`src/rtl/atm_multi_ctrl_if.sv`:
```
// ----------------------------------------------------------------------------
// atm_multi_ctrl_if
// Purpose : bundles the customer-side strobes/data and the controller status
//           outputs of atm_multi_ctrl into one port.
// Modports: master - the card reader / keypad side (drives requests)
//           slave  - the controller (drives pulses, balance, language, state)
// Signals : incard, acct_id, language, pin/pin_valid, operation/op_valid,
//           amount/amt_valid, confirm, cancel, again/again_valid (requests);
//           incorrectpswd, nobalance, overflow, success, card_locked, timeout
//           (one-cycle pulses), balance_out, lang_out, state_out (status).
// ----------------------------------------------------------------------------
interface atm_multi_ctrl_if #(
    parameter int AW    = 2,
    parameter int PIN_W = 4,
    parameter int AMT_W = 7,
    parameter int BAL_W = 10
);
    // Requests from the customer side
    logic             incard;
    logic [AW-1:0]    acct_id;
    logic             language;
    logic [PIN_W-1:0] pin;
    logic             pin_valid;
    logic [1:0]       operation;
    logic             op_valid;
    logic [AMT_W-1:0] amount;
    logic             amt_valid;
    logic             confirm;
    logic             cancel;
    logic             again;
    logic             again_valid;

    // Status from the controller
    logic             incorrectpswd;
    logic             nobalance;
    logic             overflow;
    logic             success;
    logic             card_locked;
    logic             timeout;
    logic [BAL_W-1:0] balance_out;
    logic             lang_out;
    logic [3:0]       state_out;

    modport master (
        output incard, acct_id, language, pin, pin_valid, operation, op_valid,
               amount, amt_valid, confirm, cancel, again, again_valid,
        input  incorrectpswd, nobalance, overflow, success, card_locked,
               timeout, balance_out, lang_out, state_out
    );

    modport slave (
        input  incard, acct_id, language, pin, pin_valid, operation, op_valid,
               amount, amt_valid, confirm, cancel, again, again_valid,
        output incorrectpswd, nobalance, overflow, success, card_locked,
               timeout, balance_out, lang_out, state_out
    );
endinterface

```
`src/rtl/atm_multi_ctrl.sv`:
```
// ----------------------------------------------------------------------------
// atm_multi_ctrl
// Purpose : multi-account ATM session controller. Holds a balance, PIN, try
//           counter and lock flag per account and walks a card session through
//           IDLE -> LANG -> PIN -> MENU -> (AMOUNT|NEWPIN) -> CONFIRM -> EXEC
//           -> AGAIN. All status pulses are registered and appear the cycle
//           after the decision that caused them.
// Ports   : clock  - rising-edge clock
//           rst_n  - asynchronous active-low reset
//           bus    - atm_multi_ctrl_if.slave (requests in, status out)
// Config  : define ATM_TIMEOUT_EN to abort sessions that sit TIMEOUT_CYC
//           cycles in one non-IDLE state; otherwise timeout is tied to 0.
// ----------------------------------------------------------------------------
module atm_multi_ctrl #(
    parameter int               NUM_ACCT    = 4,
    parameter int               PIN_W       = 4,
    parameter int               AMT_W       = 7,
    parameter int               BAL_W       = 10,
    parameter int               MAX_TRIES   = 3,
    parameter logic [PIN_W-1:0] DEFAULT_PIN = PIN_W'(4'b0110),
    parameter logic [BAL_W-1:0] INIT_BAL    = '0,
    parameter int               TIMEOUT_CYC = 64
) (
    input logic             clock,
    input logic             rst_n,
    atm_multi_ctrl_if.slave bus
);
    localparam int AW = (NUM_ACCT > 1) ? $clog2(NUM_ACCT) : 1;
    localparam int TW = $clog2(MAX_TRIES + 1);

    if (NUM_ACCT < 2 || BAL_W < AMT_W || MAX_TRIES < 1 || TIMEOUT_CYC < 1) begin : g_param_check
        $error("atm_multi_ctrl: illegal parameter combination");
    end

    typedef enum logic [3:0] {
        S_IDLE = 4'd0, S_LANG = 4'd1, S_PIN = 4'd2, S_MENU = 4'd3, S_AMOUNT = 4'd4,
        S_CONFIRM = 4'd5, S_EXEC = 4'd6, S_AGAIN = 4'd7, S_NEWPIN = 4'd8
    } state_t;

    typedef enum logic [1:0] {
        OP_DEP = 2'b00, OP_BAL = 2'b01, OP_WDR = 2'b10, OP_PIN = 2'b11
    } op_t;

    state_t              r_state, w_next;
    logic [AW-1:0]       r_acct;
    op_t                 r_op;
    logic [AMT_W-1:0]    r_amount;
    logic [PIN_W-1:0]    r_pend_pin;
    logic [BAL_W-1:0]    r_bal   [NUM_ACCT];
    logic [PIN_W-1:0]    r_pin   [NUM_ACCT];
    logic [TW-1:0]       r_tries [NUM_ACCT];
    logic [NUM_ACCT-1:0] r_lock;
    logic                r_lang, r_lock_evt;
    logic                r_incorrect, r_nobal, r_ovf, r_success, r_locked;
    logic [BAL_W-1:0]    r_balance_out;

    logic [BAL_W-1:0]    w_cur_bal, w_amt_ext, w_new_bal;
    logic [BAL_W:0]      w_sum;
    logic [TW-1:0]       w_tries_inc;
    logic                w_acct_ok, w_timeout_hit;
    logic                w_incorrect, w_nobal, w_ovf, w_success, w_locked;
    logic                w_lock_evt, w_tries_clr, w_tries_bump, w_bal_we, w_pin_we;

    assign w_cur_bal   = r_bal[r_acct];
    assign w_amt_ext   = BAL_W'(r_amount);
    // One extra bit so a deposit that would pass 2^BAL_W-1 is seen, not wrapped.
    assign w_sum       = {1'b0, w_cur_bal} + {1'b0, w_amt_ext};
    assign w_tries_inc = r_tries[r_acct] + 1'b1;
    assign w_acct_ok   = ({1'b0, bus.acct_id} < (AW+1)'(NUM_ACCT));

    // NOTE: sequential state uses non-blocking assignments so every register samples pre-edge values.
    always_ff @(posedge clock or negedge rst_n) begin
        if (!rst_n) r_state <= S_IDLE;
        else        r_state <= w_next;
    end

    always_comb begin
        // NOTE: every signal driven here gets a default first, so no path can infer a latch.
        w_next       = r_state;
        w_incorrect  = 1'b0;
        w_nobal      = 1'b0;
        w_ovf        = 1'b0;
        w_success    = 1'b0;
        w_locked     = r_lock_evt;   // lock event from PIN surfaces one cycle later, in IDLE
        w_lock_evt   = 1'b0;
        w_tries_clr  = 1'b0;
        w_tries_bump = 1'b0;
        w_bal_we     = 1'b0;
        w_pin_we     = 1'b0;
        w_new_bal    = w_cur_bal;

        if (r_state != S_IDLE && !bus.incard) begin
            w_next = S_IDLE;             // card pulled: abandon session, nothing commits
        end else if (w_timeout_hit) begin
            w_next = S_IDLE;
        end else begin
            case (r_state)
                S_IDLE: if (bus.incard && w_acct_ok) begin
                    if (r_lock[bus.acct_id]) w_locked = 1'b1;
                    else                     w_next   = S_LANG;
                end
                S_LANG: w_next = S_PIN;
                S_PIN: if (bus.pin_valid) begin
                    if (bus.pin == r_pin[r_acct]) begin
                        w_tries_clr = 1'b1;
                        w_next      = S_MENU;
                    end else begin
                        w_incorrect  = 1'b1;
                        w_tries_bump = 1'b1;
                        if (w_tries_inc == TW'(MAX_TRIES)) begin
                            w_lock_evt = 1'b1;
                            w_next     = S_IDLE;
                        end
                    end
                end
                S_MENU: if (bus.op_valid) begin
                    case (op_t'(bus.operation))
                        OP_BAL:  w_next = S_CONFIRM;
                        OP_PIN:  w_next = S_NEWPIN;
                        default: w_next = S_AMOUNT;
                    endcase
                end
                S_AMOUNT: if (bus.amt_valid) w_next = S_CONFIRM;
                S_NEWPIN: if (bus.pin_valid) w_next = S_CONFIRM;
                S_CONFIRM: begin
                    if (bus.cancel)       w_next = S_MENU;
                    else if (bus.confirm) w_next = S_EXEC;
                end
                S_EXEC: begin
                    w_next = S_AGAIN;
                    case (r_op)
                        OP_DEP: if (!w_sum[BAL_W]) begin
                            w_success = 1'b1;
                            w_bal_we  = 1'b1;
                            w_new_bal = w_sum[BAL_W-1:0];
                        end else begin
                            w_ovf = 1'b1;
                        end
                        OP_WDR: if (w_amt_ext <= w_cur_bal) begin
                            w_success = 1'b1;
                            w_bal_we  = 1'b1;
                            w_new_bal = w_cur_bal - w_amt_ext;
                        end else begin
                            w_nobal = 1'b1;
                        end
                        OP_BAL:  w_success = 1'b1;
                        default: begin
                            w_success = 1'b1;
                            w_pin_we  = 1'b1;
                        end
                    endcase
                end
                S_AGAIN: if (bus.again_valid) w_next = bus.again ? S_MENU : S_IDLE;
                default: w_next = S_IDLE;
            endcase
        end
    end

    always_ff @(posedge clock or negedge rst_n) begin
        if (!rst_n) begin
            // NOTE: the account arrays are reset explicitly; each account must restart from known balance, PIN, tries and lock.
            for (int i = 0; i < NUM_ACCT; i++) begin
                r_bal[i]   <= INIT_BAL;
                r_pin[i]   <= DEFAULT_PIN;
                r_tries[i] <= '0;
            end
            r_lock        <= '0;
            r_acct        <= '0;
            r_op          <= OP_DEP;
            r_amount      <= '0;
            r_pend_pin    <= '0;
            r_lang        <= 1'b0;
            r_lock_evt    <= 1'b0;
            r_incorrect   <= 1'b0;
            r_nobal       <= 1'b0;
            r_ovf         <= 1'b0;
            r_success     <= 1'b0;
            r_locked      <= 1'b0;
            r_balance_out <= '0;
        end else begin
            r_incorrect <= w_incorrect;
            r_nobal     <= w_nobal;
            r_ovf       <= w_ovf;
            r_success   <= w_success;
            r_locked    <= w_locked;
            r_lock_evt  <= w_lock_evt;

            // Session latches; stale values from an aborted session are never used.
            if (r_state == S_IDLE)                     r_acct     <= bus.acct_id;
            if (r_state == S_LANG)                     r_lang     <= bus.language;
            if (r_state == S_MENU   && bus.op_valid)   r_op       <= op_t'(bus.operation);
            if (r_state == S_AMOUNT && bus.amt_valid)  r_amount   <= bus.amount;
            if (r_state == S_NEWPIN && bus.pin_valid)  r_pend_pin <= bus.pin;

            if (w_tries_clr)  r_tries[r_acct] <= '0;
            if (w_tries_bump) r_tries[r_acct] <= w_tries_inc;
            if (w_lock_evt)   r_lock[r_acct]  <= 1'b1;
            if (w_bal_we)     r_bal[r_acct]   <= w_new_bal;
            if (w_pin_we)     r_pin[r_acct]   <= r_pend_pin;
            if (w_success)    r_balance_out   <= w_new_bal;
        end
    end

`ifdef ATM_TIMEOUT_EN
    localparam int CW = $clog2(TIMEOUT_CYC + 1);

    logic [CW-1:0] r_tmo_cnt;
    logic          r_timeout;

    // Fires on the TIMEOUT_CYC-th consecutive cycle in one non-IDLE state.
    assign w_timeout_hit = (r_state != S_IDLE) && bus.incard &&
                           (r_tmo_cnt == CW'(TIMEOUT_CYC - 1));

    always_ff @(posedge clock or negedge rst_n) begin
        if (!rst_n) begin
            r_tmo_cnt <= '0;
            r_timeout <= 1'b0;
        end else begin
            r_timeout <= w_timeout_hit;
            if (r_state == S_IDLE || w_next != r_state) r_tmo_cnt <= '0;
            else                                        r_tmo_cnt <= r_tmo_cnt + 1'b1;
        end
    end

    assign bus.timeout = r_timeout;
`else
    assign w_timeout_hit = 1'b0;
    assign bus.timeout   = 1'b0;
`endif

    assign bus.incorrectpswd = r_incorrect;
    assign bus.nobalance     = r_nobal;
    assign bus.overflow      = r_ovf;
    assign bus.success       = r_success;
    assign bus.card_locked   = r_locked;
    assign bus.balance_out   = r_balance_out;
    assign bus.lang_out      = r_lang;
    assign bus.state_out     = r_state;
endmodule
```
`src/flat_wrapper.sv`:
```
// flat-port wrapper written by rule: the top's interface ports become plain ports
module atm_multi_ctrl_flat 
#(
    parameter int               NUM_ACCT    = 4,
    parameter int               PIN_W       = 4,
    parameter int               AMT_W       = 7,
    parameter int               BAL_W       = 10,
    parameter int               MAX_TRIES   = 3,
    parameter logic [PIN_W-1:0] DEFAULT_PIN = PIN_W'(4'b0110),
    parameter logic [BAL_W-1:0] INIT_BAL    = '0,
    parameter int               TIMEOUT_CYC = 64
)
  (clock, rst_n, bus_incard, bus_acct_id, bus_language, bus_pin, bus_pin_valid, bus_operation, bus_op_valid, bus_amount, bus_amt_valid, bus_confirm, bus_cancel, bus_again, bus_again_valid, bus_incorrectpswd, bus_nobalance, bus_overflow, bus_success, bus_card_locked, bus_timeout, bus_balance_out, bus_lang_out, bus_state_out);
  atm_multi_ctrl_if #(.PIN_W(PIN_W), .AMT_W(AMT_W), .BAL_W(BAL_W)) bus_i ();
  input logic clock;
  input logic rst_n;
  input wire logic [$bits(bus_i.incard)-1:0] bus_incard;
  input wire logic [$bits(bus_i.acct_id)-1:0] bus_acct_id;
  input wire logic [$bits(bus_i.language)-1:0] bus_language;
  input wire logic [$bits(bus_i.pin)-1:0] bus_pin;
  input wire logic [$bits(bus_i.pin_valid)-1:0] bus_pin_valid;
  input wire logic [$bits(bus_i.operation)-1:0] bus_operation;
  input wire logic [$bits(bus_i.op_valid)-1:0] bus_op_valid;
  input wire logic [$bits(bus_i.amount)-1:0] bus_amount;
  input wire logic [$bits(bus_i.amt_valid)-1:0] bus_amt_valid;
  input wire logic [$bits(bus_i.confirm)-1:0] bus_confirm;
  input wire logic [$bits(bus_i.cancel)-1:0] bus_cancel;
  input wire logic [$bits(bus_i.again)-1:0] bus_again;
  input wire logic [$bits(bus_i.again_valid)-1:0] bus_again_valid;
  output wire logic [$bits(bus_i.incorrectpswd)-1:0] bus_incorrectpswd;
  output wire logic [$bits(bus_i.nobalance)-1:0] bus_nobalance;
  output wire logic [$bits(bus_i.overflow)-1:0] bus_overflow;
  output wire logic [$bits(bus_i.success)-1:0] bus_success;
  output wire logic [$bits(bus_i.card_locked)-1:0] bus_card_locked;
  output wire logic [$bits(bus_i.timeout)-1:0] bus_timeout;
  output wire logic [$bits(bus_i.balance_out)-1:0] bus_balance_out;
  output wire logic [$bits(bus_i.lang_out)-1:0] bus_lang_out;
  output wire logic [$bits(bus_i.state_out)-1:0] bus_state_out;
  assign bus_i.incard = bus_incard;
  assign bus_i.acct_id = bus_acct_id;
  assign bus_i.language = bus_language;
  assign bus_i.pin = bus_pin;
  assign bus_i.pin_valid = bus_pin_valid;
  assign bus_i.operation = bus_operation;
  assign bus_i.op_valid = bus_op_valid;
  assign bus_i.amount = bus_amount;
  assign bus_i.amt_valid = bus_amt_valid;
  assign bus_i.confirm = bus_confirm;
  assign bus_i.cancel = bus_cancel;
  assign bus_i.again = bus_again;
  assign bus_i.again_valid = bus_again_valid;
  assign bus_incorrectpswd = bus_i.incorrectpswd;
  assign bus_nobalance = bus_i.nobalance;
  assign bus_overflow = bus_i.overflow;
  assign bus_success = bus_i.success;
  assign bus_card_locked = bus_i.card_locked;
  assign bus_timeout = bus_i.timeout;
  assign bus_balance_out = bus_i.balance_out;
  assign bus_lang_out = bus_i.lang_out;
  assign bus_state_out = bus_i.state_out;
  atm_multi_ctrl #(.NUM_ACCT(NUM_ACCT), .PIN_W(PIN_W), .AMT_W(AMT_W), .BAL_W(BAL_W), .MAX_TRIES(MAX_TRIES), .DEFAULT_PIN(DEFAULT_PIN), .INIT_BAL(INIT_BAL), .TIMEOUT_CYC(TIMEOUT_CYC)) u_core (.clock(clock), .rst_n(rst_n), .bus(bus_i));
endmodule
```
`config.mk`:
```
export PLATFORM = sky130hd
export DESIGN_NAME = atm_multi_ctrl_flat
export DESIGN_NICKNAME = d
export VERILOG_FILES = /design/src/rtl/atm_multi_ctrl_if.sv /design/src/rtl/atm_multi_ctrl.sv /design/src/flat_wrapper.sv
export SDC_FILE = /design/constraint.sdc
export NUM_CORES = 1
export LEC_CHECK = 0
export CAP_MARGIN = 0
export CORE_ASPECT_RATIO = 0.8
export CORE_MARGIN = 2
export CORE_UTILIZATION = 50
export DETAILED_ROUTE_END_ITERATION = 7
export PLACE_DENSITY = 0.75
export SETUP_SLACK_MARGIN = 0.05
export SLEW_MARGIN = 20
export SYNTH_ARGS = -nofsm -noshare
export SYNTH_HDL_FRONTEND = slang
export SYNTH_SLANG_ARGS = --single-unit
```
`constraint.sdc`:
```
create_clock -name clock -period 3.72 [get_ports clock]
set_clock_uncertainty 0.1 [all_clocks]
set_input_delay 1.116 -clock clock [delete_from_list [all_inputs] [get_ports clock]]
set_output_delay 1.116 -clock clock [all_outputs]
set_load 0.02 [all_outputs]
```
## Word-level counts from Yosys, hierarchy flattened

Index checks and enable logic that the tools add are counted.

- Output and inout port bits: 21
- Input port bits: 26
- Register bits after elaboration: 104
- Word-level logic and storage cells: 154

- Eq/ne operators: 23
- $add $sub $neg: 3
- Reduce and logical (&&, ||, !) cells: 12
- Order comparisons: 6
- Bitwise gates (word level): 4
- Muxes and demuxes: 80

Operators by type and width:

| operator | number |
|---|---|
| 10-bit 2-to-1 mux | 7 |
| 4-bit 2-to-1 mux | 15 |
| 40-bit bitwise mux | 1 |
| 1-bit 2-to-1 mux | 36 |
| 4-bit case mux with 9 select lines | 1 |
| 3-bit by 2-bit inequality test with 1-bit output (second input constant) | 7 |
| 10-bit binary-select mux with 2-bit select | 1 |
| 10-bit demux with 2-bit select | 1 |
| 10-bit case mux with 2 select lines | 1 |
| 16-bit bitwise mux | 1 |
| 4-bit by 3-bit == test with 1-bit output (second input constant) | 4 |
| 8-bit 2-to-1 mux | 2 |
| 10-bit by 7-bit adder with 11-bit output | 1 |
| 7-bit by 10-bit <= comparator with 1-bit output | 1 |
| 10-bit by 7-bit subtractor with 10-bit output | 1 |
| 9-bit AND reduction | 1 |
| 8-bit bitwise AND | 1 |
| 4-bit binary-select mux with 2-bit select | 1 |
| 8-bit bitwise mux | 1 |
| 4-bit demux with 2-bit select | 1 |
| 4-bit by 2-bit == test with 1-bit output (second input constant) | 2 |
| 2-bit 2-to-1 mux | 4 |
| 8-bit inverter | 1 |
| 4-bit case mux with 2 select lines | 1 |
| other kinds (25) | 35 |

## Logic depth before layout (Yosys ltp)

Gate-level depths: netlist of the first run.

- Word-level depth: 12
- Depth in mapped cells: 16
- Gate-level depth less buffers: 13

## Least setup slack after synthesis of the first run

OpenSTA, ideal clock, no wires.

- Path type: register -> register
- Start point: reg u_core.r_acct[1]
- End point: reg u_core.r_balance_out[2], in the netlist u_core.bus.balance_out[2]
- Data required time: 3492 ps
- Period minus slack after synthesis: 3815 ps
- Cell stages (with the launch flop): 15
- Arrival time: 3587 ps
- Setup time: 128 ps
- Setup slack: -95 ps
- Buffers on the path: 5
- Path through: dfrtp_1 buf_2 buf_1 clkbuf_1 mux4_2 ha_1 buf_2 o21ai_0 o21ba_2 o311a_2 nand2_1 o21ai_1 a21oi_1 buf_4 mux2_1

- Cells in the longest elaborated chain, start to end: 9
- Elaborated cells between the ends (all ways): 17
- Those cells by class: add/sub: 2; order compare: 1; mux: 13; bitwise: 1

Ends and longest elaborated chain:

| element | line | RTL |
|---|---|---|
| start, declared | atm_multi_ctrl.sv:45 | `logic [AW-1:0] r_acct;` |
| start signal, assigned | atm_multi_ctrl.sv:189 | `if (r_state == S_IDLE) r_acct <= bus.acct_id;` |
| 2-bit inverter with 3-bit output (implied by the code) * | atm_multi_ctrl.sv:64 | `assign w_cur_bal = r_bal[r_acct];` |
| 10-bit binary-select mux with 2-bit select * | atm_multi_ctrl.sv:64 |  |
| 10-bit 2-to-1 mux (implied by the code) * (2 in a row) | atm_multi_ctrl.sv:64 |  |
| 10-bit by 7-bit adder with 11-bit output / 7-bit by 10-bit <= comparator with 1-bit output (equally long branches) | atm_multi_ctrl.sv:67, atm_multi_ctrl.sv:139 |  |
| 1-bit 2-to-1 mux, on equally long branches | atm_multi_ctrl.sv:132, atm_multi_ctrl.sv:139 |  |
| 1-bit case mux with 2 select lines * | atm_multi_ctrl.sv:131 | `case (r_op)` |
| 1-bit 2-to-1 mux * | atm_multi_ctrl.sv:97 | `case (r_state)` |
| 1-bit 2-to-1 mux * | atm_multi_ctrl.sv:92 | `if (r_state != S_IDLE && !bus.incard) begin` |
| net u_core.w_success | atm_multi_ctrl.sv:61 | `logic w_incorrect, w_nobal, w_ovf, w_success, w_locked;` |
| end signal, assigned | atm_multi_ctrl.sv:200 | `if (w_success) r_balance_out <= w_new_bal;` |
| end, declared | atm_multi_ctrl.sv:55 | `logic [BAL_W-1:0] r_balance_out;` |

The timed path passes the listed nets; every way through them passes the cells marked *. The select of a mux whose other input is x is not followed.
A chain may end at the register's enable or synchronous reset.

## Worst setup path after layout of the first run

- Start point: reg u_core.r_acct[1]
- End point: reg u_core.r_bal[28] in the netlist's numbering

- Cells in the longest elaborated chain, start to end: 10
- Elaborated cells between the ends (all ways): 23
- Those cells by class: add/sub: 2; order compare: 3; mux: 16; bitwise: 1; reduce/logical: 1

Ends and longest elaborated chain:

| element | line | RTL |
|---|---|---|
| 2-bit inverter with 3-bit output (implied by the code) * | atm_multi_ctrl.sv:64, atm_multi_ctrl.sv:198 |  |
| 10-bit binary-select mux with 2-bit select | atm_multi_ctrl.sv:64 |  |
| 10-bit 2-to-1 mux (implied by the code) (2 in a row) | atm_multi_ctrl.sv:64 |  |
| 10-bit by 7-bit subtractor with 10-bit output (tied with other cells) | atm_multi_ctrl.sv:142 | `w_new_bal = w_cur_bal - w_amt_ext;` |
| 10-bit 2-to-1 mux, on equally long branches | atm_multi_ctrl.sv:139, atm_multi_ctrl.sv:132 |  |
| 10-bit case mux with 2 select lines | atm_multi_ctrl.sv:131 |  |
| 10-bit 2-to-1 mux | atm_multi_ctrl.sv:97 |  |
| 10-bit 2-to-1 mux | atm_multi_ctrl.sv:92 |  |
| 40-bit bitwise mux | atm_multi_ctrl.sv:198 | `if (w_bal_we) r_bal[r_acct] <= w_new_bal;` |
| end signal, assigned by index | atm_multi_ctrl.sv:198 |  |
| end, declared | atm_multi_ctrl.sv:49 | `logic [BAL_W-1:0] r_bal [NUM_ACCT];` |

Mark *: on every way between the ends. The rest lies on a longest branch, timed or not. The select of a mux whose other input is x is not followed.

==> results.txt, run 1 <==
At the later pin of the worst-skew pair, clock insertion delay measures 0.35 ns. After synthesis, the share of flip-flops with an asynchronous set or reset is 100%. The clock sink count came out at 104. In this run the count of I/O pins placed on the die edge is 47. Including well taps, the total number of placed cells is 716. The tools report the worst hold endpoint as u_core.r_lock[0]. Synthesis produced a netlist with a net count of 567.

The tools report the number of failing hold endpoints at the final stage as 0. Top layer reached by signal wires: met4. During synthesis, Yosys emitted a total of 0 warnings.

For this block, the via count after detailed routing is 4255. In the routed design, unresolved DRC markers number 0. The post-synthesis register bit count came out at 104. After routing the design area is 0.00681 mm². The worst path needs 3.51 ns of the cycle, external delays included. The number of cells on the worst reg-to-reg path is 13. For the data arrival time of the worst path, the log shows 3.63 ns. The die is 123 µm wide. The total wire length after detailed routing was 13.3 mm.

The critical path is of the reg -> reg type. Total power for the finished layout comes to 4.23 mW. For this design the static power due to leakage is 3.09 nW. Clock-pin slew was measured on the worst setup and hold paths at 0.08 ns.

The run finished with clean final reports. The run gives 51.8% as the starting density of the core. The share of total power dissipated in the clock network is 23.0%. Of the synthesized area, sequential elements account for 45.9%. In the final layout, the multi-input gates occupy 0.00286 mm². The H-tree was split into 3 levels. The register-to-register setup slack is 0.21 ns, and the net count of the finished layout is 628. The area taken by flip-flops and latches came out at 0.00261 mm².

The library cell used most frequently in the layout, excluding fill and tap cells, is dfrtp_1. The proportion of layout cells with a drive suffix above 1 is 22.7%. Critical path required time: 3.83 ns.

The worst register-to-register path ends at u_core.r_bal[28]. The logs give 0 for the remaining global-route overflow and 9.33 mm for the placed wire-length estimate. In this run the cell area of the synthesized design comes to 0.00569 mm². Prior to clock tree synthesis, the placed netlist has a worst setup slack of 0.0202 ns. The via density per instance is 5.80, and the final-report setup violation count is 0.

TritonCTS built the clock tree. The tools report the number of distinct library cells after synthesis as 65. In the final timing run, aggregate negative setup slack is 0 ns. The maximum number of pins on one net before global-route repair is 105. The number of global-route vias before repair is 4144, and the post-route antenna net violation count is 0. The transition at the pin with the smallest max-transition slack is 0.633 ns, and the average routed wire per standard cell is 18.2 µm. The number of antenna diodes in the final layout is 0.

The instance count along the most critical hold path came out at 1. Along the worst path, the maximum fanout reaches 5. Floorplan row count: 34.

In the layout the commonest cells are dfrtp_1, nand2_1, clkdlybuf4s50_1. For the maximum resistive drop on vdd, the log shows 0.000276 V. Setup repair after global routing left no endpoint under its margin. The area added between synthesis and finish was 19.7%. Detailed routing placed a total of 5.87 mm of wire on met2. In this run the power spent charging and discharging nets is 1.57 mW.

The floorplan step defined a core boundary enclosing 0.0110 mm². Buffers inserted during clock tree synthesis total 9. The internal power of the cells totals 2.66 mW.

In this run switching power makes up 37.1% of total power. Once layout is complete, the cells apart from fillers number 734. The path type of the worst min-delay path is reg -> reg. The tools report the initial antenna violation count as 0.

The number of fill cells in the layout was 846; the quantity of hold-fixing buffers added after cts was 0. The worst path setup slack after routing was 0.207 ns; the count of pins over their slew limit was 0. From bottom edge to top edge, the die measures 99.4 µm. The tools report the maximum root-to-sink buffer count as 2. The die covers 0.0123 mm². Headroom to the max-slew limit came out at 57.4%.

The biggest area contributor in the post-synthesis netlist is dfrtp_1. Once layout is complete, the utilization of the core stands at 62.0%. Primary flip-flop cell chosen by synthesis mapping: dfrtp_1.

Synthesis handed over a netlist of 524 instances. The detailed router put a total of 6.49 mm of wire on met1. For the number of DRC markers in iteration 0, the log shows 431. Share of power burned in registers: 35.8%.

The number of enable-type register cells in the synthesized netlist was 0; the port buffer count was 45. STA classifies the critical path startpoint as a register. The number of detailed-route iterations in the first pass came out at 5.

The run gives 0 as the max-capacitance violation count. Of the total power, combinational logic draws 41.2%. The root buffer cell chosen for the clock tree is clkbuf_16. Power density over the cells: 621 mW/mm². Of the available clock period, the critical path in the final layout requires 94.4%. The tools report the beginning of the worst register-to-register path as u_core.r_acct[1]. On the final layout, the worst hold slack is 0.373 ns. The tools report the final weighted congestion in routability-driven placement as 1.05. Averaged over all synthesized cells, the footprint is 10.9 µm². Summing all placed instances gives a cell area of 0.00645 mm². In the global route stage, overall resource usage came out at 22.6%. Critical hold path startpoint: u_core.r_lock[0]. STA classifies the critical path endpoint as a register.

The sum of met3 wire segment lengths after detailed routing is 884 µm. The tools report the maximum clock frequency as 0.285 GHz. Ranked by total cell area, the synthesized netlist is headed by dfrtp_1, mux2_2, mux4_2, nand2_1, dfstp_2. The share of synthesized area in the top cell type comes to 42.2%. The first global-routing pass estimated 21.4 mm of wire.
sequential cells by signal, summed over array words and instances (netlist names), 2 cells and up:
name                    count
u_core.bus.balance_out     10
u_core.r_pin               16
u_core.r_op                 2
u_core.r_tries              8
u_core.r_pend_pin           4
u_core.r_lock               4
u_core.r_bal               40
u_core.r_acct               2
u_core.bus.state_out        4
u_core.r_amount             7
worst max-delay path by stage:
stage	start	end	slack [ns]	cells past startpoint
after global routing	u_core.r_acct[1]	u_core.bus.balance_out[9]	0.05	16
final	u_core.r_acct[1]	u_core.r_bal[28]	0.21	13
after global placement	u_core.r_acct[0]	u_core.bus.balance_out[5]	0.11	9
after detailed placement	u_core.r_acct[0]	u_core.bus.balance_out[5]	0.02	9
after floorplan	u_core.r_acct[1]	u_core.bus.balance_out[2]	0.17	14
after CTS	u_core.r_acct[1]	u_core.bus.balance_out[5]	0.12	13
cells by family after synthesis:
| kind of cell | after synthesis | synth area share, % |
|---|---|---|
| other | 1 | 0.0659 |
| xor gates and xnor gates | 5 | 0.770 |
| buffers and inverters | 58 | 4.38 |
| AOI/OAI and AO/OA | 123 | 15.1 |
| adders and majority gates | 17 | 4.00 |
| and+or+nand+nor | 141 | 12.1 |
| muxes | 75 | 17.7 |
| DFF | 104 | 45.9 |
repair_timing:
item / in CTS / in global routing
endpoints found under the hold margin: 0 / 0
setup endpoints to repair: 9 / 48
pin swaps: 0 / 6
gates resized for setup: 1 / 8
setup buffers: 0 / 2
critical path, cell delays in order (launching register included):
cell	delay, ns
dfrtp_1	0.41
mux2_2	0.37
o21ai_1	0.14
buf_4	0.15
ha_1	0.16
inv_1	0.06
fa_1	0.45
a21o_1	0.20
a21o_1	0.20
a31o_2	0.28
a211oi_2	0.25
mux2i_1	0.23
a21o_1	0.23
o21ai_0	0.14
layout make-up:
class	instances	area share, %
Multi-Input combinational cell	362	42.0
Clock buffer	12	3.91
Clock inverter	4	0.662
Tap cell	144	2.65
Sequential cell	104	38.4
Inverter	31	1.71
Timing Repair Buffer	77	10.7
per-layer routing:
layer	track usage, %	vias to the layer above
met1	33.6	2095
met2	33.0	140
met3	6.25	12
met5	0	-
met4	5.59	0
li1	-	2008
synth_stat cells, types with 7 or more instances:
library cell,n
nand2b_1,11
o21ai_1,20
dfstp_2,8
nor2b_1,8
ha_1,15
mux2_2,41
dfrtp_1,96
nand4_1,7
inv_1,31
nand2_1,60
mux4_2,11
a21o_1,8
buf_2,7
mux2i_1,18
nor2_1,25
o21ai_0,31
nand3_1,9
a21oi_1,13
clkbuf_1,13
power by group through the flow:
stage / Combinational, mW / Clock, mW / Sequential, mW
global placement: 1.64 / 0 / 1.52
global route: 1.89 / 1.04 / 1.54
detailed placement: 1.67 / 0 / 1.52
floorplan: 1.14 / 0 / 1.51
finish: 1.74 / 0.973 / 1.51
CTS: 1.68 / 0.992 / 1.51
(Power assumes the default switching activity.)
==> run 2: changes to the inputs <==
--- a/constraint.sdc
+++ b/constraint.sdc
@@ -3,3 +3,3 @@
 set_input_delay 1.116 -clock clock [delete_from_list [all_inputs] [get_ports clock]]
 set_output_delay 1.116 -clock clock [all_outputs]
-set_load 0.02 [all_outputs]
+set_load 0.01 [all_outputs]
==> results of run 2 <==
Same layout as run 1 (identical final DEF). Status: finished clean.
Main changes from that run: total power 4.23 mW -> 4.18 mW
